`config.mk`:
```
export PLATFORM = sky130hd
export DESIGN_NAME = mem_port_arbiter
export DESIGN_NICKNAME = d
export VERILOG_FILES = /design/src/rtl/mem_port_arbiter.sv
export SDC_FILE = /design/constraint.sdc
export NUM_CORES = 1
export LEC_CHECK = 0
export ABC_CLOCK_PERIOD_IN_PS = 5400
export CAP_MARGIN = 15
export CORE_AREA = 5 5 114 116
export CTS_BUF_LIST = sky130_fd_sc_hd__clkbuf_16
export CTS_CLUSTER_DIAMETER = 80
export CTS_CLUSTER_SIZE = 8
export DETAILED_ROUTE_END_ITERATION = 7
export DIE_AREA = 0 0 119 121
export PLACE_DENSITY = 0.76
export SETUP_SLACK_MARGIN = 0.1
export SLEW_MARGIN = 10
export SYNTH_ARGS = -nofsm -noshare
export SYNTH_HDL_FRONTEND = slang
export SYNTH_SLANG_ARGS = --single-unit
```
`constraint.sdc`:
```
create_clock -name clk -period 5.4 [get_ports clk]
set_clock_uncertainty 0.05 [all_clocks]
set_input_delay 1.08 -clock clk [delete_from_list [all_inputs] [get_ports clk]]
set_output_delay 1.08 -clock clk [all_outputs]
set_load 0.01 [all_outputs]
```
`src/rtl/mem_port_arbiter.sv`:
```
// Shares one registered-read / sized-write memory between instruction fetch and load/store.
// Round-robin read arbitration, same-cycle store forwarding to the write port, load extension.
module mem_port_arbiter #(
    parameter int unsigned SIZE = 1024
) (
    input  logic        clk,
    input  logic        rst_n,
    input  logic        i_req_valid,
    output logic        i_req_ready,
    input  logic [31:0] i_req_addr,
    output logic        i_rsp_valid,
    output logic [31:0] i_rsp_data,
    input  logic        d_req_valid,
    output logic        d_req_ready,
    input  logic        d_req_we,
    input  logic [1:0]  d_req_size,
    input  logic        d_req_unsigned,
    input  logic [31:0] d_req_addr,
    input  logic [31:0] d_req_wdata,
    output logic        d_rsp_valid,
    output logic [31:0] d_rsp_data,
    output logic [31:0] mem_rd_addr,
    input  logic [31:0] mem_rd_data,
    output logic [1:0]  mem_wr,
    output logic [31:0] mem_wr_addr,
    output logic [31:0] mem_wr_data
);

    logic        storeAcc;
    logic        fetchCand;
    logic        loadCand;
    logic        overlap;
    logic        grantI;
    logic        grantD;
    logic [31:0] wMod;
    logic [31:0] rMod;
    logic [31:0] diffWR;
    logic [31:0] diffRW;
    logic [31:0] storeBytes;

    logic        iPend_q, iPend_d;
    logic        dPend_q, dPend_d;
    logic        lastRdData_q, lastRdData_d;
    logic        dKindWe_q, dKindWe_d;
    logic [1:0]  dKindSize_q, dKindSize_d;
    logic        dKindUns_q, dKindUns_d;

    // Distances are taken on addresses already reduced modulo SIZE so the wrap is exact for any SIZE.
    always_comb begin
        storeAcc  = d_req_valid & d_req_we;
        wMod      = d_req_addr % SIZE;
        rMod      = i_req_addr % SIZE;
        diffWR    = (wMod >= rMod) ? (wMod - rMod) : (wMod + SIZE - rMod);
        diffRW    = (rMod >= wMod) ? (rMod - wMod) : (rMod + SIZE - wMod);
        case (d_req_size)
            2'd1:    storeBytes = 32'd1;
            2'd2:    storeBytes = 32'd2;
            2'd3:    storeBytes = 32'd4;
            default: storeBytes = 32'd0;
        endcase
        overlap   = storeAcc & ((diffWR < 32'd4) | (diffRW < storeBytes));
        fetchCand = i_req_valid & ~overlap;
        loadCand  = d_req_valid & ~d_req_we;
        grantI    = fetchCand & (~loadCand | lastRdData_q);
        grantD    = loadCand & (~fetchCand | ~lastRdData_q);

        i_req_ready = grantI;
        d_req_ready = storeAcc | grantD;
        if (grantI)
            mem_rd_addr = i_req_addr;
        else if (grantD)
            mem_rd_addr = d_req_addr;
        else
            mem_rd_addr = 32'd0;
        mem_wr      = storeAcc ? d_req_size : 2'd0;
        mem_wr_addr = storeAcc ? d_req_addr : 32'd0;
        mem_wr_data = storeAcc ? d_req_wdata : 32'd0;

        iPend_d      = grantI;
        dPend_d      = storeAcc | grantD;
        lastRdData_d = grantD ? 1'b1 : (grantI ? 1'b0 : lastRdData_q);
        dKindWe_d    = dPend_d ? d_req_we : dKindWe_q;
        dKindSize_d  = dPend_d ? d_req_size : dKindSize_q;
        dKindUns_d   = dPend_d ? d_req_unsigned : dKindUns_q;
    end

    always_ff @(posedge clk or negedge rst_n) begin
        if (!rst_n) begin
            iPend_q      <= 1'b0;
            dPend_q      <= 1'b0;
            lastRdData_q <= 1'b1;
            dKindWe_q    <= 1'b0;
            dKindSize_q  <= 2'd0;
            dKindUns_q   <= 1'b0;
        end else begin
            iPend_q      <= iPend_d;
            dPend_q      <= dPend_d;
            lastRdData_q <= lastRdData_d;
            dKindWe_q    <= dKindWe_d;
            dKindSize_q  <= dKindSize_d;
            dKindUns_q   <= dKindUns_d;
        end
    end

    always_comb begin
        i_rsp_valid = iPend_q;
        i_rsp_data  = mem_rd_data;
        d_rsp_valid = dPend_q;
        d_rsp_data  = 32'd0;
        if (!dKindWe_q) begin
            case (dKindSize_q)
                2'd1:    d_rsp_data = {{24{~dKindUns_q & mem_rd_data[7]}}, mem_rd_data[7:0]};
                2'd2:    d_rsp_data = {{16{~dKindUns_q & mem_rd_data[15]}}, mem_rd_data[15:0]};
                2'd3:    d_rsp_data = mem_rd_data;
                default: d_rsp_data = 32'd0;
            endcase
        end
    end

endmodule

```
==> results of run 1 <==
[cells by family (layout without fill, tap and decap cells)]
| family | Yosys count | after routing |
|---|---|---|
| fa+ha+maj | 22 | 22 |
| mux | 4 | 4 |
| flops | 7 | 7 |
| buf+inv | 92 | 364 |
| simple gates | 219 | 219 |
| xor+xnor | 7 | 7 |
| compound gates | 99 | 99 |
[layer usage]
metal | up-vias | track usage | routed length [um]
li1 | 2035 | - | -
met1 | 1938 | 0.222 | 5930
met2 | 204 | 0.372 | 8110
met3 | 28 | 0.0550 | 1310
met4 | 0 | 0.0630 | 460
met5 | - | 0 | 0
[stage by stage]
step | setup TNS, ns | std cells | setup WS [ns] | power [mW]
final | 0 | 869 | 0.244 | 0.803
after global routing | 0 | 869 | 0.101 | 0.858
after CTS | 0 | 866 | 0.0538 | 0.810
after detailed placement | -10.25 | 855 | -0.339 | 0.668
after global placement | -6.72 | 855 | -0.231 | 0.659
after floorplan | 0 | 450 | 0.885 | 0.348
[report_power, final]
group | internal, mW | leakage [nW] | switching (mW)
registers | 0.0598 | 0.0799 | 0.00895
clock network | 0.0975 | 0.0409 | 0.0315
logic | 0.329 | 2.63 | 0.277
[state kept, by name (all words and copies together) (netlist names)]
register,cells
dKindSize_q,2
dKindUns_q,1
lastRdData_q,1
i_rsp_valid,1
d_rsp_valid,1
dKindWe_q,1
[worst max path at each step]
stage                        startpoint  cells after the start         endpoint  slack [ns]
final                     d_req_addr[1]                     13   mem_rd_addr[7]        0.24
after global routing      d_req_addr[1]                     14      i_req_ready        0.10
after CTS                 i_req_addr[0]                     16  mem_rd_addr[21]        0.05
after detailed placement  d_req_addr[0]                     13  mem_rd_addr[21]       -0.34
after global placement    d_req_addr[0]                     13  mem_rd_addr[22]       -0.23
after floorplan           i_req_addr[0]                     12  mem_rd_addr[10]        0.88
[placed cells by master, fill, tap and decap left out, types with 5 or more instances in the layout]
master	instances
a21o_1	7
buf_2	20
ha_1	19
clkdlybuf4s50_1	265
and3_1	57
nand2_1	97
nand2b_1	6
dlygate4sd2_1	11
buf_4	24
dfrtp_1	6
inv_1	24
buf_12	7
o21ai_0	5
a21oi_1	34
and2_1	10
o21ai_2	30
nor2_1	20
[repair_timing]
action / CTS / global route
cloned: 1 / 0
hold buffers: 0 / 0
setup buffers: 6 / 3
pin swaps: 4 / 5
endpoints found under the setup margin: 33 / 33
gates resized for setup: 89 / 27
[worst register-to-register path: stages (launching register included)]
cell	delay, ns
dfstp_2	0.56
or2_2	0.56
nor2b_1	0.26
buf_4	0.13
[cell type report]
cell class | instances | area [um2]
clock buffers | 3 | 75.1
clock inverters | 1 | 5.00
fillers | 1110 | 5790
inverters | 25 | 93.8
multi-input cells | 351 | 2230
flip-flops and latches | 7 | 176
well taps | 147 | 184
repair buffers | 335 | 3260
==> summary.md, run 1 <==
| Metric | Value |
|---|---|
| Result of the run | `finished, final reports clean` |
| Critical Path Sink Type | `output pin` |
| First-pass iteration count of the detailed router | `4` |
| Terminating pin of the worst hold path | `dKindUns_q` |
| Initial core utilization | `0.244` |
| Synthesis Warnings | `0` |
| Kind of start point of the critical path | `input pin` |
| Layout Utilization | `0.510` |
| Unrepaired setup endpoints after global routing | `false` |
| Number of hold-slack violations in the final timing report | `0` |
| Cell type group with the largest total delay on the critical path | `buffers and inverters` |
| Maximum count of clock buffers along a single path | `2` |
| CTS tree | `done` |
| Via count | `4,205` |
| Post-Place Cell Area | `5870 um2` |
| Highest-delay cell along the critical path | `or4_4` |
| Buffers and inverters on the worst path | `5` |
| Total of flip-flops plus latches after synthesis | `7` |
| Die X-Extent | `119 um` |
| Synthesized net count | `608` |
| Transition time of the tightest slew-check pin | `0.688 ns` |
| Post-detailed-routing wire length | `15,800 um` |
| Shortest period the worst path allows | `5.16 ns` |
| Number of distinct library cells after synthesis | `51` |
| Final hold slack | `0.465 ns` |
| Combinational family with the most area after synthesis | `simple AND/OR/NAND/NOR gates` |
| Worst r2r path cells | `3` |
| Number of pins exceeding their max-slew limit in the final report | `0` |
| Compound-gate portion of the synthesized area | `0.242` |
| Slowest Stage Delay on Critical Path | `0.52 ns` |
| Required time reported for the critical path endpoint | `4.27 ns` |
| Setup violation total in the final timing report | `0` |
| Simple logic cell fraction of the synthesized area | `0.377` |
| Reg2reg setup slack | `3.79 ns` |
| Finished Cell Area | `6020 um2` |
| Maximum number of pins on one net before global-route repair | `59` |
| Die outline height | `121 um` |
| Reg-to-Reg Start | `lastRdData_q` |
| Number of buffers inserted during clock tree synthesis | `3` |
| Startpoint of the worst hold path | `dKindUns_q` |
| Full die area | `14,400 um2` |
| Static power due to leakage | `2.75 nW` |
| Seq/Total Area, Yosys | `0.0611` |
| Number of enable flip-flop cells after synthesis | `0` |
| Rel. slew slack | `0.541` |
| Multiplexer fraction of the synthesized cell area | `0.0152` |
| Max VDD drop | `0.0722 mV` |
| Total inserted antenna cells | `0` |
| ANT nets after route | `0` |
| Starting DRC count in detailed routing | `154` |
| Fraction of layout instances using a drive strength above 1 | `0.159` |
| Number of cells traversed by the worst hold path | `1` |
| Via density per instance | `4.84` |
| Total power per unit cell area | `133 nW/um2` |
| CP Cell Sequence | `clkdlybuf4s50_1, inv_2, fa_2, xor2_2, ha_2, or4_4, nor4_4, o2111ai_2, o21ai_4, buf_6, buf_4, o21ai_2, dlygate4sd2_1` |
| Overall global routing resource usage | `0.201` |
| Type of the worst min-delay path | `flip-flop to flip-flop` |
| Area of the core | `11,800 um2` |
| Nets | `881` |
| Most frequent cell after synthesis | `nand2_1` |
| Post-DP HPWL | `13,000 um` |
| Standard-cell row count | `40` |
| Highest clock frequency the design can meet | `194 MHz` |
| Post-Syn Area | `2890 um2` |
| Clock-pin slew on the worst setup and hold paths | `0.04 ns` |
| Xor-xnor portion of the synthesized cell area | `0.0212` |
| Root Driver | `clkbuf_16` |
| Adder and majority cell fraction of the synthesized area | `0.0979` |
| Maximum level of the CTS H-tree | `1` |
| Gate count of the mapped netlist | `450` |
| Most frequent cells after synthesis | `nand2_1 (97), and3_1 (57), a21oi_1 (35)` |
| Count of maximum capacitance violations | `0` |
| Classification of the worst setup path | `input pin to output pin` |
| CP Data Arrival Time | `4.03 ns` |
| Number of remaining DRC errors | `0` |
| Post-synth ARST share | `1.00` |
| Terminus of the critical flop-to-flop path | `i_rsp_valid` |
| Count of port buffers added during placement | `301` |
| Clock latency at the later pin of the worst-skew pair | `0.23 ns` |
| Post-Syn Area per Cell | `6.42 um2` |
| Number of top-level pins | `302` |
| Ys flop type | `dfrtp_1` |
| Number of antenna violations at the first check in global routing | `0` |
| Share of Yosys cell area claimed by the top area cell type | `0.126` |
| Area growth from synthesis to layout | `109%` |
| First-pass GRT wire length | `23,500 um` |
| Post-synth top area cell | `nand2_1` |
| RD Place Congestion | `0.911` |
| Largest fanout of any net on the critical path | `3` |
| Largest cells by area after synthesis | `nand2_1 (13%), and3_1 (12%), ha_1 (9.1%)` |
| WL/cell | `18.2 um` |
| Number of clock sinks seen by CTS | `7` |
| Via count of the first global-routing pass | `4,334` |
| GRT overflow | `0` |
| Final period utilization | `0.955` |
Power figures use the tool's default switching activity.
==> inputs of run 2 (changes only) <==
Settings changed: CTS_BUF_LIST sky130_fd_sc_hd__clkbuf_16 to not set.
==> results of run 2 <==
Same layout as run 1: the final DEF is identical, and so are final timing and power.
